===== config.mk =====
export PLATFORM = sky130hd
export DESIGN_NAME = pwm_multi_channel
export DESIGN_NICKNAME = d
export VERILOG_FILES = /design/src/rtl/pwm_multi_channel_pkg.sv /design/src/rtl/pwm_channel_cmp.sv /design/src/rtl/pwm_multi_channel.sv
export SDC_FILE = /design/constraint.sdc
export NUM_CORES = 1
export LEC_CHECK = 0
export ABC_AREA = 0
export BUFFER_PORTS_ARGS = -buffer_cell sky130_fd_sc_hd__buf_2
export CORE_UTILIZATION = 59
export DETAILED_ROUTE_END_ITERATION = 8
export PLACE_DENSITY = 0.79
export SLEW_MARGIN = 10
export SYNTH_ARGS = -nofsm -noshare
export SYNTH_HDL_FRONTEND = slang
export SYNTH_SLANG_ARGS = --single-unit

===== constraint.sdc =====
create_clock -name CLK -period 4.37 [get_ports CLK]
set_input_delay 0.874 -clock CLK [delete_from_list [all_inputs] [get_ports CLK]]
set_output_delay 0.874 -clock CLK [all_outputs]
set_load 0.1 [all_outputs]

===== src/rtl/pwm_multi_channel_pkg.sv =====
// Shared definitions for the multi-channel PWM: preload register address map
// and the write-address width helper.
package pwm_multi_channel_pkg;

    localparam int ADDR_PERIOD     = 32'd0;
    localparam int ADDR_CCR_BASE   = 32'd1;
    localparam int ADDR_DELAY_BASE = 32'd2;

    // Address space holds PERIOD plus a CCR/DELAY pair per channel.
    function automatic int pwm_addr_width(input int nch);
        return $clog2(32'd2 * nch + 32'd1);
    endfunction

endpackage


===== src/rtl/pwm_channel_cmp.sv =====
// One PWM channel: compares the shared counter against the active CCR/DELAY
// window and registers the polarity-adjusted output.
module pwm_channel_cmp
    import pwm_multi_channel_pkg::*;
#(
    parameter int WIDTH = 16
) (
    input  logic             clk,
    input  logic             rst_n,
    input  logic             enable,
    input  logic             ch_en,
    input  logic             pol,
    input  logic [WIDTH-1:0] cnt,
    input  logic [WIDTH-1:0] period,
    input  logic [WIDTH-1:0] ccr,
    input  logic [WIDTH-1:0] delay,
    output logic             pwm_out
);

    logic [WIDTH:0] end_s;
    logic           raw_s;
    logic           pwm_d;
    logic           pwm_q;

    // Raw level; END carries one extra bit so DELAY+CCR never truncates.
    always_comb begin
        end_s = {1'b0, delay} + {1'b0, ccr};
        raw_s = 1'b0;
        if (!enable || !ch_en) begin
            raw_s = 1'b0;
        end else if (ccr == '0) begin
            raw_s = 1'b0;
        end else if (ccr >= period) begin
            raw_s = 1'b1;
        end else if (delay >= period) begin
            raw_s = 1'b0;
        end else if (end_s <= {1'b0, period}) begin
            raw_s = (cnt >= delay) && ({1'b0, cnt} < end_s);
        end else begin
            raw_s = (cnt >= delay) || ({1'b0, cnt} < (end_s - {1'b0, period}));
        end
        pwm_d = raw_s ^ pol;
    end

    // Output register.
    always_ff @(posedge clk or negedge rst_n) begin
        if (!rst_n) begin
            pwm_q <= 1'b0;
        end else begin
            pwm_q <= pwm_d;
        end
    end

    assign pwm_out = pwm_q;

endmodule


===== src/rtl/pwm_multi_channel.sv =====
// Multi-channel PWM: shared up-counter, update-event generation and a
// preload/active register file feeding NCH compare channels.
module pwm_multi_channel
    import pwm_multi_channel_pkg::*;
#(
    parameter  int WIDTH = 16,
    parameter  int NCH   = 4,
    localparam int AW    = pwm_addr_width(NCH)
) (
    input  logic             CLK,
    input  logic             RST_N,
    input  logic             ENABLE,
    input  logic [NCH-1:0]   CH_EN,
    input  logic [NCH-1:0]   POL,
    input  logic             WR_EN,
    input  logic [AW-1:0]    WR_ADDR,
    input  logic [WIDTH-1:0] WR_DATA,
    output logic [WIDTH-1:0] CNT,
    output logic             UEV,
    output logic [NCH-1:0]   PWM_OUT
);

    logic [WIDTH-1:0] cnt_d, cnt_q;
    logic             uev_d, uev_q;
    logic             en_prev_d, en_prev_q;
    logic             en_rise_s, wrap_s, upd_s;

    logic [WIDTH-1:0] period_pre_d, period_pre_q;
    logic [WIDTH-1:0] period_act_d, period_act_q;
    logic [WIDTH-1:0] ccr_pre_d [NCH];
    logic [WIDTH-1:0] ccr_pre_q [NCH];
    logic [WIDTH-1:0] ccr_act_d [NCH];
    logic [WIDTH-1:0] ccr_act_q [NCH];
    logic [WIDTH-1:0] dly_pre_d [NCH];
    logic [WIDTH-1:0] dly_pre_q [NCH];
    logic [WIDTH-1:0] dly_act_d [NCH];
    logic [WIDTH-1:0] dly_act_q [NCH];

    // Counter and update event; a PERIOD of 0 or 1 wraps on every edge so
    // new preload values can still be picked up.
    always_comb begin
        en_rise_s = ENABLE & ~en_prev_q;
        wrap_s    = 1'b0;
        if (ENABLE && en_prev_q) begin
            if ((period_act_q <= WIDTH'(1)) || (cnt_q >= (period_act_q - WIDTH'(1)))) begin
                wrap_s = 1'b1;
            end else begin
                wrap_s = 1'b0;
            end
        end else begin
            wrap_s = 1'b0;
        end
        upd_s = en_rise_s | wrap_s;
        if (!ENABLE) begin
            cnt_d = '0;
        end else if (upd_s) begin
            cnt_d = '0;
        end else begin
            cnt_d = cnt_q + WIDTH'(1);
        end
        uev_d     = upd_s;
        en_prev_d = ENABLE;
    end

    // Preload writes and preload-to-active transfer; active copies take the
    // pre-edge preload, so a write on the update edge waits a full period.
    always_comb begin
        if (WR_EN && (WR_ADDR == AW'(ADDR_PERIOD))) begin
            period_pre_d = WR_DATA;
        end else begin
            period_pre_d = period_pre_q;
        end
        if (upd_s) begin
            period_act_d = period_pre_q;
        end else begin
            period_act_d = period_act_q;
        end
        for (int k = 0; k < NCH; k++) begin
            if (WR_EN && (WR_ADDR == AW'(ADDR_CCR_BASE + 2 * k))) begin
                ccr_pre_d[k] = WR_DATA;
            end else begin
                ccr_pre_d[k] = ccr_pre_q[k];
            end
            if (WR_EN && (WR_ADDR == AW'(ADDR_DELAY_BASE + 2 * k))) begin
                dly_pre_d[k] = WR_DATA;
            end else begin
                dly_pre_d[k] = dly_pre_q[k];
            end
            if (upd_s) begin
                ccr_act_d[k] = ccr_pre_q[k];
                dly_act_d[k] = dly_pre_q[k];
            end else begin
                ccr_act_d[k] = ccr_act_q[k];
                dly_act_d[k] = dly_act_q[k];
            end
        end
    end

    // State registers.
    always_ff @(posedge CLK or negedge RST_N) begin
        if (!RST_N) begin
            cnt_q        <= '0;
            uev_q        <= 1'b0;
            en_prev_q    <= 1'b0;
            period_pre_q <= '0;
            period_act_q <= '0;
            for (int k = 0; k < NCH; k++) begin
                ccr_pre_q[k] <= '0;
                ccr_act_q[k] <= '0;
                dly_pre_q[k] <= '0;
                dly_act_q[k] <= '0;
            end
        end else begin
            cnt_q        <= cnt_d;
            uev_q        <= uev_d;
            en_prev_q    <= en_prev_d;
            period_pre_q <= period_pre_d;
            period_act_q <= period_act_d;
            for (int k = 0; k < NCH; k++) begin
                ccr_pre_q[k] <= ccr_pre_d[k];
                ccr_act_q[k] <= ccr_act_d[k];
                dly_pre_q[k] <= dly_pre_d[k];
                dly_act_q[k] <= dly_act_d[k];
            end
        end
    end

    assign CNT = cnt_q;
    assign UEV = uev_q;

    for (genvar k = 0; k < NCH; k++) begin : g_ch
        pwm_channel_cmp #(
            .WIDTH (WIDTH)
        ) u_cmp (
            .clk     (CLK),
            .rst_n   (RST_N),
            .enable  (ENABLE),
            .ch_en   (CH_EN[k]),
            .pol     (POL[k]),
            .cnt     (cnt_q),
            .period  (period_act_q),
            .ccr     (ccr_act_q[k]),
            .delay   (dly_act_q[k]),
            .pwm_out (PWM_OUT[k])
        );
    end

endmodule

==> impl_metrics.py <==
metrics = {
    "status": {
        "status": "finished, violations left",
        "failed_checks": "setup timing",
    },
    "timing": {
        "setup_viol": 4,
        "tns_ps": -1180,
        "fmax_mhz": 206,
        "min_period_ps": 4860,
        "whs_ps": 325,
        "finalClockSkew_ps": 17.9,
        "finalCritPeriodShare": 1.11,
        "maxSlewViolCount": 0,
        "final_hold_viol_count": 0,
        "setup_ws_ps": -487,
        "slew_headroom": 0.315,
        "rsz0062_at_grt": "yes",
        "worst_slew_pin_slew_ps": 1020,
    },
    "synth": {
        "synth_edf_count": 0,
        "yosysUniqueCellTypes": 76,
        "yosysWarnings": 0,
        "yosysMostFrequentCell": "ha_1",
        "synth.top_cell.area_share": 0.306,
        "synth_commonest_cells": "ha_1, dfrtp_1, inv_1, a21oi_1",
        "synth_area_mm2": 0.0253,
        "synth_cells": 2480,
        "ys.flop_type": "dfrtp_1",
        "synth_nets": 2979,
        "synth.avg_cell_area_um2": 10.2,
        "async_flop_share": 1.00,
        "yosysSeqAreaShare": 0.306,
        "synth_area_leaders": "dfrtp_1, ha_1, mux2_1",
        "ys_seq_elements": 310,
        "synth_largest_area_cell": "dfrtp_1",
    },
    "detailed_routing": {
        "met3_length_mm": 7.21,
        "drtPass1Iterations": 5,
        "topRoutingLayerUsed": "met5",
        "drc": 0,
        "ant_nets": 0,
        "vias": 22062,
        "wl_met2_mm": 36.0,
        "met1Wirelength_mm": 33.0,
        "finalWirelength_mm": 80.5,
        "dr.first_iter.drc_count": 1834,
        "viasPerCell": 6.39,
        "routedWlPerCell_um": 23.3,
    },
    "final_layout": {
        "syn2layout_area_growth_pct": 21.2,
        "n_antenna_cell": 0,
        "fin_nets": 3391,
        "layout-drive-gt1-share": 0.264,
    },
    "worst_setup_path": {
        "startpoint": "dly_act_q[16]$_DFFE_PN0P_",
        "path_buf_inv": 1,
        "worstReg2RegStart": "dly_act_q[16]$_DFFE_PN0P_",
        "crit_path_end_kind": "flip-flop",
        "r2r_end": "g_ch[2].u_cmp.pwm_out$_DFF_PN0_",
        "r2r.worst_path.cells": 27,
        "crit_fanout": 4,
        "cp_slowest_cell": "or4_1",
        "r2r_setup_slack_ps": -490,
        "required_ps": 4830,
        "crit_arrival_ps": 5320,
        "start_kind": "flip-flop",
        "critical_path_class": "reg -> reg",
        "max_stage_delay_ps": 420,
        "cpLargestDelayFamily": "compound AO/OA/AOI/OAI gates",
    },
    "pwr": {
        "power_density_mw_per_mm2": 949,
        "p_leak_nw": 15.6,
        "ir_drop_uv": 488,
    },
    "placed_design": {
        "gp_congestion": 0.983,
        "hpwlAfterDp_mm": 59.7,
        "numPortBuffers": 52,
    },
    "grt": {
        "grt_pass1_vias": 22592,
        "grtUsageTotal": 0.367,
        "grt_pass1_wl_mm": 124,
        "grt-ovfl-total": 0,
        "grt_start_max_net_pins": 83,
        "antenna_found_initial": 6,
    },
    "clocking": {
        "h-tree-depth": 2,
        "cts_hold_buf": 0,
        "root_buffer": "clkbuf_16",
        "clkTransAtPathRegs_ps": 70,
        "clock-sinks": 310,
        "clk_path_buf_depth": 3,
        "cts_tree": "done",
        "cts_inserted_buffers": 34,
        "clk_latency_ps": 530,
    },
    "floorplanning": {
        "die_h_um": 209,
        "start_util": 0.601,
        "core_area_mm2": 0.0421,
        "ios": 53,
        "die_area_mm2": 0.0438,
        "die_w_um": 209,
        "rows": 75,
    },
    "run": {
        "cap_violations": 0,
    },
    "hold_path": {
        "min_path_type": "in -> async",
    },
}
==> flip-flops by register name, indices dropped and copies added (netlist names), 4 cells and up <==
name,cells
ccr_act_q,64
ccr_pre_q,64
dly_act_q,64
dly_pre_q,64
CNT,16
period_act_q,16
period_pre_q,16
g_ch.u_cmp.pwm_out,4
==> layout by cell type (no fill, tap or decap), drive strengths merged, types with 5 or more instances in the layout <==
| master | count |
|---|---|
| o41ai | 6 |
| a2111oi | 10 |
| o21a | 33 |
| inv | 190 |
| and3 | 16 |
| mux2 | 289 |
| a21oi | 176 |
| and4 | 8 |
| a31oi | 14 |
| o2111ai | 11 |
| nor4 | 30 |
| nor2b | 27 |
| clkbuf | 43 |
| nand4 | 24 |
| nor2 | 95 |
| a211oi | 27 |
| buf | 418 |
| o21ai | 99 |
| dfrtp | 310 |
| nand2 | 82 |
| a21boi | 5 |
| o211ai | 15 |
| or2 | 6 |
| o22ai | 6 |
| xor2 | 65 |
| nor3b | 5 |
| nand3 | 77 |
| ha | 459 |
| a211o | 10 |
| fa | 8 |
| or3 | 6 |
| a21o | 111 |
| xnor2 | 83 |
| nor3 | 39 |
| o21bai | 19 |
| nand2b | 28 |
| clkinv | 5 |
| o31ai | 11 |
==> per-layer routing <==
| layer | GRT usage | vias to the layer above |
|---|---|---|
| li1 | - | 9981 |
| met1 | 0.477 | 10835 |
| met2 | 0.585 | 983 |
| met3 | 0.0724 | 261 |
| met4 | 0.180 | 2 |
| met5 | 0 | - |
==> how the worst max path moves through the flow <==
stage	endpoint	slack, ps	depth (start not counted)
floorplan	g_ch[1].u_cmp.pwm_out$_DFF_PN0_	-190	27
global placement	g_ch[2].u_cmp.pwm_out$_DFF_PN0_	-580	27
finish	g_ch[2].u_cmp.pwm_out$_DFF_PN0_	-490	27
global route	g_ch[2].u_cmp.pwm_out$_DFF_PN0_	-720	27
detailed placement	g_ch[2].u_cmp.pwm_out$_DFF_PN0_	-690	27
CTS	g_ch[1].u_cmp.pwm_out$_DFF_PN0_	-470	28
==> area by class of cell <==
cell class,instances,area [um2]
Multi-Input combinational cell,1941,17300
Fill cell,2824,11400
Sequential cell,310,7760
Timing Repair Buffer,418,3100
Clock buffer,43,966
Inverter,187,702
Tap cell,539,674
Clock inverter,15,201
==> metrics by stage <==
| stage | std cells | setup slack (ps) | total power, W | cell area, um2 | util |
|---|---|---|---|---|---|
| floorplan | 2480 | -187 | 0.0168 | 25400 | - |
| global placement | 3368 | -582 | 0.0228 | 28700 | 0.682 |
| detailed placement | 3368 | -691 | 0.0238 | 28700 | 0.682 |
| CTS | 3444 | -465 | 0.0280 | 30400 | 0.721 |
| global route | 3453 | -720 | 0.0313 | 30700 | 0.728 |
| finish | 3453 | -487 | 0.0291 | 30700 | 0.728 |
==> where the power goes <==
part,internal [W],switching (W),leakage [nW]
Sequential,0.00365,0.000689,3.83
Combinational,0.0106,0.0112,11.2
Clock,0.00181,0.00123,0.567
==> cells by family (layout without fill, tap and decap cells) <==
kind of cell / Yosys count / count (layout) / share of synthesized area
compound gates: 582 / 582 / 0.152
xor+xnor: 148 / 148 / 0.0512
flops: 310 / 310 / 0.306
fa+ha+maj: 467 / 467 / 0.233
buf+inv: 229 / 663 / 0.0370
simple gates: 455 / 455 / 0.0921
mux: 289 / 289 / 0.129
==> worst reg2reg max path, stage by stage (launching register included) <==
cell	delay (ps)
dfrtp_1	350
ha_2	180
inv_1	50
fa_2	340
nor2b_2	130
o21ai_2	80
a21oi_2	210
nor2_2	70
o21bai_1	180
a21oi_2	110
o21bai_1	150
a21o_1	150
xor2_1	180
ha_1	300
a21o_1	180
a21oi_2	160
o21ai_2	90
a21o_1	200
a21oi_2	150
xor2_1	180
ha_1	260
o21ai_2	130
a221oi_2	70
o21ai_2	110
nor2_1	70
o21a_1	190
or4_1	420
nand3_1	90
==> what timing repair did <==
action | in CTS | in global routing
gates resized for setup | 79 | 47
pin swaps | 73 | 48
setup endpoints to repair | 4 | 4
setup buffers | 18 | 9
Note: power is estimated with default switching activity, not from simulation.
